$ cat src/rtl/led_seq_pkg.sv
// Shared defaults and types for the LED pattern sequencer.
package led_seq_pkg;

    localparam int LED_SEQ_PWM_W    = 8;
    localparam int LED_SEQ_DIV_W    = 24;
    localparam int LED_SEQ_STEP_DIV = 12_000_000;
    localparam int LED_SEQ_DEPTH    = 4;

    // Duty value at the default PWM width.
    typedef logic [LED_SEQ_PWM_W-1:0] duty_t;

endpackage

$ cat src/rtl/led_pwm_ch.sv
// One LED channel: duty latch at period boundaries plus registered PWM compare.
// Define LED_SEQ_FADE_EN to make the latch step 1 LSB toward the target instead of loading it.
module led_pwm_ch
    import led_seq_pkg::*;
#(
    parameter int PWM_W = LED_SEQ_PWM_W
) (
    input  logic             clk,
    input  logic             rst,
    input  logic             en,
    input  logic             latch,
    input  logic [PWM_W-1:0] target,
    input  logic [PWM_W-1:0] pwm_cnt,
    output logic             pwm_out
);

    logic [PWM_W-1:0] duty_cur_reg;
    logic [PWM_W-1:0] duty_next;
    logic             pwm_out_reg;

    always_comb begin
        duty_next = duty_cur_reg;
        if (latch) begin
`ifdef LED_SEQ_FADE_EN
            if (duty_cur_reg < target) begin
                duty_next = duty_cur_reg + PWM_W'(1);
            end else if (duty_cur_reg > target) begin
                duty_next = duty_cur_reg - PWM_W'(1);
            end
`else
            duty_next = target;
`endif
        end
    end

    always_ff @(posedge clk) begin
        if (rst) begin
            duty_cur_reg <= '0;
            pwm_out_reg  <= 1'b0;
        end else begin
            duty_cur_reg <= duty_next;
            // Counter never reaches all-ones, so a full-scale duty stays high.
            pwm_out_reg  <= en && (pwm_cnt < duty_cur_reg);
        end
    end

    assign pwm_out = pwm_out_reg;

endmodule

$ cat src/rtl/led_pattern_seq.sv
// N-channel LED pattern sequencer: writable duty table stepped by a prescaler, per-channel PWM.
// Fading between steps is enabled in led_pwm_ch by defining LED_SEQ_FADE_EN.
module led_pattern_seq
    import led_seq_pkg::*;
#(
    parameter int NUM_CH   = 3,
    parameter int PWM_W    = LED_SEQ_PWM_W,
    parameter int DIV_W    = LED_SEQ_DIV_W,
    parameter int STEP_DIV = LED_SEQ_STEP_DIV,
    parameter int DEPTH    = LED_SEQ_DEPTH,
    localparam int AW      = $clog2(DEPTH)
) (
    input  logic                    clk,
    input  logic                    rst,
    input  logic                    en,
    input  logic                    wr_en,
    input  logic [AW-1:0]           wr_addr,
    input  logic [NUM_CH*PWM_W-1:0] wr_data,
    input  logic [AW-1:0]           last_idx,
    output logic [NUM_CH-1:0]       pwm_out,
    output logic [AW-1:0]           step_idx,
    output logic                    step_strobe
);

    localparam logic [PWM_W-1:0] PWM_TOP = {{(PWM_W-1){1'b1}}, 1'b0};
    localparam logic [DIV_W-1:0] DIV_TOP = DIV_W'(STEP_DIV - 1);

    logic [PWM_W-1:0]        pwm_cnt_reg, pwm_cnt_next;
    logic [DIV_W-1:0]        div_cnt_reg, div_cnt_next;
    logic [AW-1:0]           step_idx_reg, step_idx_next;
    logic                    step_strobe_reg, step_strobe_next;
    logic [NUM_CH*PWM_W-1:0] table_reg [DEPTH];
    logic [NUM_CH*PWM_W-1:0] cur_row;
    logic                    period_end;
    logic                    step_adv;

    assign period_end = en && (pwm_cnt_reg == PWM_TOP);
    assign step_adv   = en && (div_cnt_reg == DIV_TOP);
    // Read before any same-cycle write lands, so a colliding latch sees the old entry.
    assign cur_row    = table_reg[step_idx_reg];

    always_comb begin
        pwm_cnt_next     = '0;
        div_cnt_next     = '0;
        step_idx_next    = step_idx_reg;
        step_strobe_next = 1'b0;
        if (en) begin
            pwm_cnt_next     = period_end ? '0 : pwm_cnt_reg + PWM_W'(1);
            div_cnt_next     = step_adv ? '0 : div_cnt_reg + DIV_W'(1);
            step_strobe_next = step_adv;
            if (step_adv) begin
                step_idx_next = (step_idx_reg >= last_idx) ? '0 : step_idx_reg + AW'(1);
            end
        end
    end

    always_ff @(posedge clk) begin
        if (rst) begin
            pwm_cnt_reg     <= '0;
            div_cnt_reg     <= '0;
            step_idx_reg    <= '0;
            step_strobe_reg <= 1'b0;
        end else begin
            pwm_cnt_reg     <= pwm_cnt_next;
            div_cnt_reg     <= div_cnt_next;
            step_idx_reg    <= step_idx_next;
            step_strobe_reg <= step_strobe_next;
        end
    end

    always_ff @(posedge clk) begin
        if (rst) begin
            for (int i = 0; i < DEPTH; i++) begin
                table_reg[i] <= '0;
            end
        end else if (wr_en) begin
            table_reg[wr_addr] <= wr_data;
        end
    end

    generate
        for (genvar gi = 0; gi < NUM_CH; gi++) begin : g_ch
            led_pwm_ch #(
                .PWM_W(PWM_W)
            ) u_ch (
                .clk    (clk),
                .rst    (rst),
                .en     (en),
                .latch  (period_end),
                .target (cur_row[gi*PWM_W +: PWM_W]),
                .pwm_cnt(pwm_cnt_reg),
                .pwm_out(pwm_out[gi])
            );
        end
    endgenerate

    assign step_idx    = step_idx_reg;
    assign step_strobe = step_strobe_reg;

endmodule

$ cat config.mk
export PLATFORM = sky130hd
export DESIGN_NAME = led_pattern_seq
export DESIGN_NICKNAME = d
export VERILOG_FILES = /design/src/rtl/led_seq_pkg.sv /design/src/rtl/led_pwm_ch.sv /design/src/rtl/led_pattern_seq.sv
export SDC_FILE = /design/constraint.sdc
export NUM_CORES = 1
export LEC_CHECK = 0
export BUFFER_PORTS_ARGS = -buffer_cell sky130_fd_sc_hd__clkbuf_2
export CAP_MARGIN = 40
export CELL_PAD_IN_SITES_DETAIL_PLACEMENT = 1
export CELL_PAD_IN_SITES_GLOBAL_PLACEMENT = 2
export CORE_MARGIN = 10
export CORE_UTILIZATION = 38
export CTS_CLUSTER_DIAMETER = 60
export DETAILED_ROUTE_END_ITERATION = 16
export MAX_ROUTING_LAYER = met4
export PLACE_DENSITY_LB_ADDON = 0.12
export SLEW_MARGIN = 20
export SYNTH_ARGS = -nofsm -noshare
export SYNTH_HDL_FRONTEND = slang
export SYNTH_SLANG_ARGS = --single-unit
$ cat constraint.sdc
create_clock -name clk -period 1.9 [get_ports clk]
set_input_delay 0 -clock clk [delete_from_list [all_inputs] [get_ports clk]]
set_output_delay 0 -clock clk [all_outputs]
set_load 0.1 [all_outputs]
==> flow_summary.html <==
<table>
<tr><th>Metric</th><th>Value</th></tr>
<tr><th colspan="2">Outcome</th></tr>
<tr><td>Outcome</td><td>finished, final reports clean</td></tr>
<tr><th colspan="2">Route</th></tr>
<tr><td>Detailed-route wire length on metal 1</td><td>8220 µm</td></tr>
<tr><td>Total DRC errors in the routed layout</td><td>0</td></tr>
<tr><td>Highest Signal Layer</td><td>met4</td></tr>
<tr><td>Met3 Routed Length</td><td>385 µm</td></tr>
<tr><td>Antenna viol nets, final</td><td>0</td></tr>
<tr><td>Routed WL per cell</td><td>18.7 µm</td></tr>
<tr><td>Vias per inst</td><td>5.13</td></tr>
<tr><td>Vias after detailed routing</td><td>4805</td></tr>
<tr><td>Post-detailed-routing wire length</td><td>17500 µm</td></tr>
<tr><td>Drt first pass iters</td><td>6</td></tr>
<tr><td>Iteration-0 DRC Markers</td><td>205</td></tr>
<tr><td>DR WL met2</td><td>8740 µm</td></tr>
<tr><th colspan="2">Global route</th></tr>
<tr><td>First-pass GRT wire length</td><td>28800 µm</td></tr>
<tr><td>Antenna violations before repair</td><td>0</td></tr>
<tr><td>Aggregate global routing overflow</td><td>0</td></tr>
<tr><td>Largest net degree at the start of global routing</td><td>28</td></tr>
<tr><td>Via count of the first global-routing pass</td><td>5362</td></tr>
<tr><td>GRT Util Overall</td><td>15.6%</td></tr>
<tr><th colspan="2">Yosys</th></tr>
<tr><td>Number of enable flip-flop cells after synthesis</td><td>96</td></tr>
<tr><td>Post-synth net total</td><td>672</td></tr>
<tr><td>Portion of synthesized cell area occupied by the leading cell type</td><td>39.9%</td></tr>
<tr><td>Post-Syn Area per Cell</td><td>11.8 µm²</td></tr>
<tr><td>Async set-reset flop share out of synthesis</td><td>0%</td></tr>
<tr><td>Cell type contributing the most total cell area after synthesis</td><td>edfxtp_1</td></tr>
<tr><td>Register bit count reported by yosys</td><td>158</td></tr>
<tr><td>Top cells by area, synth</td><td>edfxtp_1 40%, dfxtp_1 17%, and2_1 8.3%</td></tr>
<tr><td>Leading register cell type out of synthesis</td><td>edfxtp_1</td></tr>
<tr><td>Number of warnings reported in the yosys synthesis log</td><td>0</td></tr>
<tr><td>Area of the mapped netlist</td><td>7230 µm²</td></tr>
<tr><td>Post-Syn Instances</td><td>614</td></tr>
<tr><td>Number of unique standard cell types used by synthesis</td><td>41</td></tr>
<tr><td>Fraction of the yosys area taken by sequential cells</td><td>57.0%</td></tr>
<tr><td>Most frequent cells after synthesis</td><td>96 x and2_1, 96 x edfxtp_1, 62 x dfxtp_1</td></tr>
<tr><th colspan="2">Worst setup path</th></tr>
<tr><td>RR Startpoint</td><td>div_cnt_reg[1]</td></tr>
<tr><td>Count of cells along the worst register-to-register path</td><td>6</td></tr>
<tr><td>Category of cells accounting for the largest share of critical-path delay</td><td>simple AND/OR/NAND/NOR gates</td></tr>
<tr><td>Critical-path cell list</td><td>ha_2, nand3_1, or4_4, buf_12, or3_1, a21oi_2</td></tr>
<tr><td>Crit path largest cell delay</td><td>460 ps</td></tr>
<tr><td>Peak fanout along the critical path</td><td>10</td></tr>
<tr><td>Critical path startpoint category</td><td>register</td></tr>
<tr><td>Setup slack on the worst flop-to-flop path</td><td>100 ps</td></tr>
<tr><td>Terminus of the critical flop-to-flop path</td><td>div_cnt_reg[20]</td></tr>
<tr><td>Origin of the worst setup path</td><td>div_cnt_reg[1]</td></tr>
<tr><td>Buf/Inv on CP</td><td>1</td></tr>
<tr><td>Kind of end point of the critical path</td><td>register</td></tr>
<tr><td>Worst path required time</td><td>2260 ps</td></tr>
<tr><td>Data arrival time at the worst-slack endpoint</td><td>2170 ps</td></tr>
<tr><td>Worst setup path class</td><td>register to register</td></tr>
<tr><td>Cell with the biggest individual delay on the critical path</td><td>or4_4</td></tr>
<tr><th colspan="2">Pwr</th></tr>
<tr><td>Static power due to leakage</td><td>3.13 nW</td></tr>
<tr><td>Max IR drop VDD</td><td>0.000560 V</td></tr>
<tr><td>Pwr dens</td><td>879 nW/µm²</td></tr>
<tr><td>Total power</td><td>7.72 mW</td></tr>
<tr><th colspan="2">Clock tree</th></tr>
<tr><td>Master cell of the clock root buffer</td><td>clkbuf_16</td></tr>
<tr><td>Register clock-pin slew on the reported worst setup and hold paths</td><td>70 ps</td></tr>
<tr><td>Clock Sink Count</td><td>158</td></tr>
<tr><td>Insertion delay of the later-clocked pin in the worst-skew pair</td><td>430 ps</td></tr>
<tr><td>Max clock buf depth</td><td>2</td></tr>
<tr><td>TritonCTS clock tree</td><td>done</td></tr>
<tr><td>Number of buffers created by CTS</td><td>17</td></tr>
<tr><td>Htree depth</td><td>4</td></tr>
<tr><th colspan="2">Placed design</th></tr>
<tr><td>Number of buffers inserted by port buffering</td><td>37</td></tr>
<tr><td>Final weighted congestion in routability-driven placement</td><td>0.745</td></tr>
<tr><td>HPWL after detailed placement</td><td>11600 µm</td></tr>
<tr><td>Placed cell area</td><td>7900 µm²</td></tr>
<tr><td>Pre-CTS WS</td><td>-51.6 ps</td></tr>
<tr><td>Dpl cells</td><td>880</td></tr>
<tr><th colspan="2">STA</th></tr>
<tr><td>Final-report max-slew violation count</td><td>0</td></tr>
<tr><td>Remaining max-slew budget at the tightest pin</td><td>63.7%</td></tr>
<tr><td>Post-route clock period utilization</td><td>94.8%</td></tr>
<tr><td>Post-route setup slack</td><td>98.1 ps</td></tr>
<tr><td>Total negative slack</td><td>0 ps</td></tr>
<tr><td>Worst hold slack across all endpoints</td><td>125 ps</td></tr>
<tr><td>Max frequency</td><td>555 MHz</td></tr>
<tr><td>Clock period minus final worst setup slack</td><td>1800 ps</td></tr>
<tr><td>Final count of hold timing violations</td><td>0</td></tr>
<tr><td>Worst slew pin tran</td><td>546 ps</td></tr>
<tr><td>Count of endpoints failing setup in the final report</td><td>0</td></tr>
<tr><td>Clock tree skew after final layout</td><td>12.0 ps</td></tr>
<tr><th colspan="2">Final layout</th></tr>
<tr><td>Post-route non-filler standard cell count</td><td>937</td></tr>
<tr><td>Share of post-route cells with drive strength above 1</td><td>21.1%</td></tr>
<tr><td>Post-route design area</td><td>8780 µm²</td></tr>
<tr><td>Max reg flops</td><td>96</td></tr>
<tr><td>Utilization of the core after routing</td><td>46.9%</td></tr>
<tr><td>Area growth, synth to finish</td><td>21.4%</td></tr>
<tr><td>Fin nets</td><td>749</td></tr>
<tr><td># diodes</td><td>0</td></tr>
<tr><th colspan="2">Die</th></tr>
<tr><td>Die extent in y</td><td>158 µm</td></tr>
<tr><td>Number of top-level pins</td><td>38</td></tr>
<tr><td>Floorplan core area</td><td>18700 µm²</td></tr>
<tr><td>Row count</td><td>50</td></tr>
<tr><td>Width of the die</td><td>158 µm</td></tr>
<tr><td>Die Area</td><td>24900 µm²</td></tr>
<tr><td>Effective utilization at floorplan</td><td>38.7%</td></tr>
<tr><th colspan="2">Hold path</th></tr>
<tr><td>Number of cells on the worst hold path</td><td>6</td></tr>
<tr><td>Hold path startpoint</td><td>last_idx[0]</td></tr>
<tr><td>Worst Hold Endpoint</td><td>step_idx[1]</td></tr>
<tr><td>Hold Path Class</td><td>input port to register</td></tr>
<tr><th colspan="2">Run</th></tr>
<tr><td>Reported max-cap violation count</td><td>0</td></tr>
</table>
==> what timing repair did <==
action | in CTS | in global routing
hold buffers | 24 | 0
setup endpoints to repair | 1 | 14
resized for setup | 0 | 8
pin swaps | 1 | 2
setup buffers | 0 | 2
hold endpoints to repair | 96 | 0
==> placed cells by master (no fill, tap or decap), drive strengths merged, types with 2 or more instances in the layout <==
master and instances:
mux4 24, nor4b 2, nand2b 6, and4 5
and3 5, or3 8, and2 96, xnor2 10
a21o 7, clkinvlp 2, dlygate4sd3 24, a211o 2
dfxtp 62, o31ai 5, a31o 2, nand4 12
a211oi 3, nor3 4, inv 38, nor2 29
bufinv 2, clkbuf 54, or2 4, nor2b 2
o31a 2, o21ai 10, nand2 57, or4 6
a21oi 39, ha 26, a2111oi 3, nand3 15
xor2 6, edfxtp 96, buf 31, clkinv 2
==> cells by family after synthesis <==
group | after synthesis | synth area share, %
xor gates and xnor gates | 16 | 1.94
AOI/OAI and AO/OA | 73 | 6.25
muxes | 24 | 7.48
and+or+nand+nor | 253 | 19.1
DFF | 158 | 57.0
adders and majority gates | 26 | 4.50
buffers and inverters | 64 | 3.70
==> routing by layer <==
metal	GRT usage, %	up-vias
met3	3.74	12
met4	4.06	0
li1	-	2346
met5	-	-
met2	25.2	41
met1	19.2	2406
==> worst register-to-register path, stage by stage, from the launching register on <==
cell and delay [ps]:
dfxtp_1 350, ha_2 190, nand3_1 90, or4_4 460
buf_12 160, or3_1 370, a21oi_2 130
==> how the worst max path moves through the flow <==
stage,end,cells after the start,slack [ps]
after detailed placement,div_cnt_reg[22],5,-50
after floorplan,step_idx[1],8,-10
after global placement,div_cnt_reg[22],5,-40
final,div_cnt_reg[20],6,100
after global routing,div_cnt_reg[20],6,-9
after CTS,div_cnt_reg[22],4,10
==> power breakdown <==
part / internal (mW) / switching, mW / total, mW
Sequential: 3.80 / 0.0452 / 3.84
Combinational: 0.180 / 0.201 / 0.380
Clock: 1.98 / 1.52 / 3.50
==> final cells by class <==
cell class	instances	area, µm²
inverters	30	113
flip-flops and latches	158	4140
clock buffers	17	425
repair buffers	92	769
fillers	1971	9930
multi-input cells	392	2870
clock inverters	14	170
well taps	234	293
(Power assumes the default switching activity.)
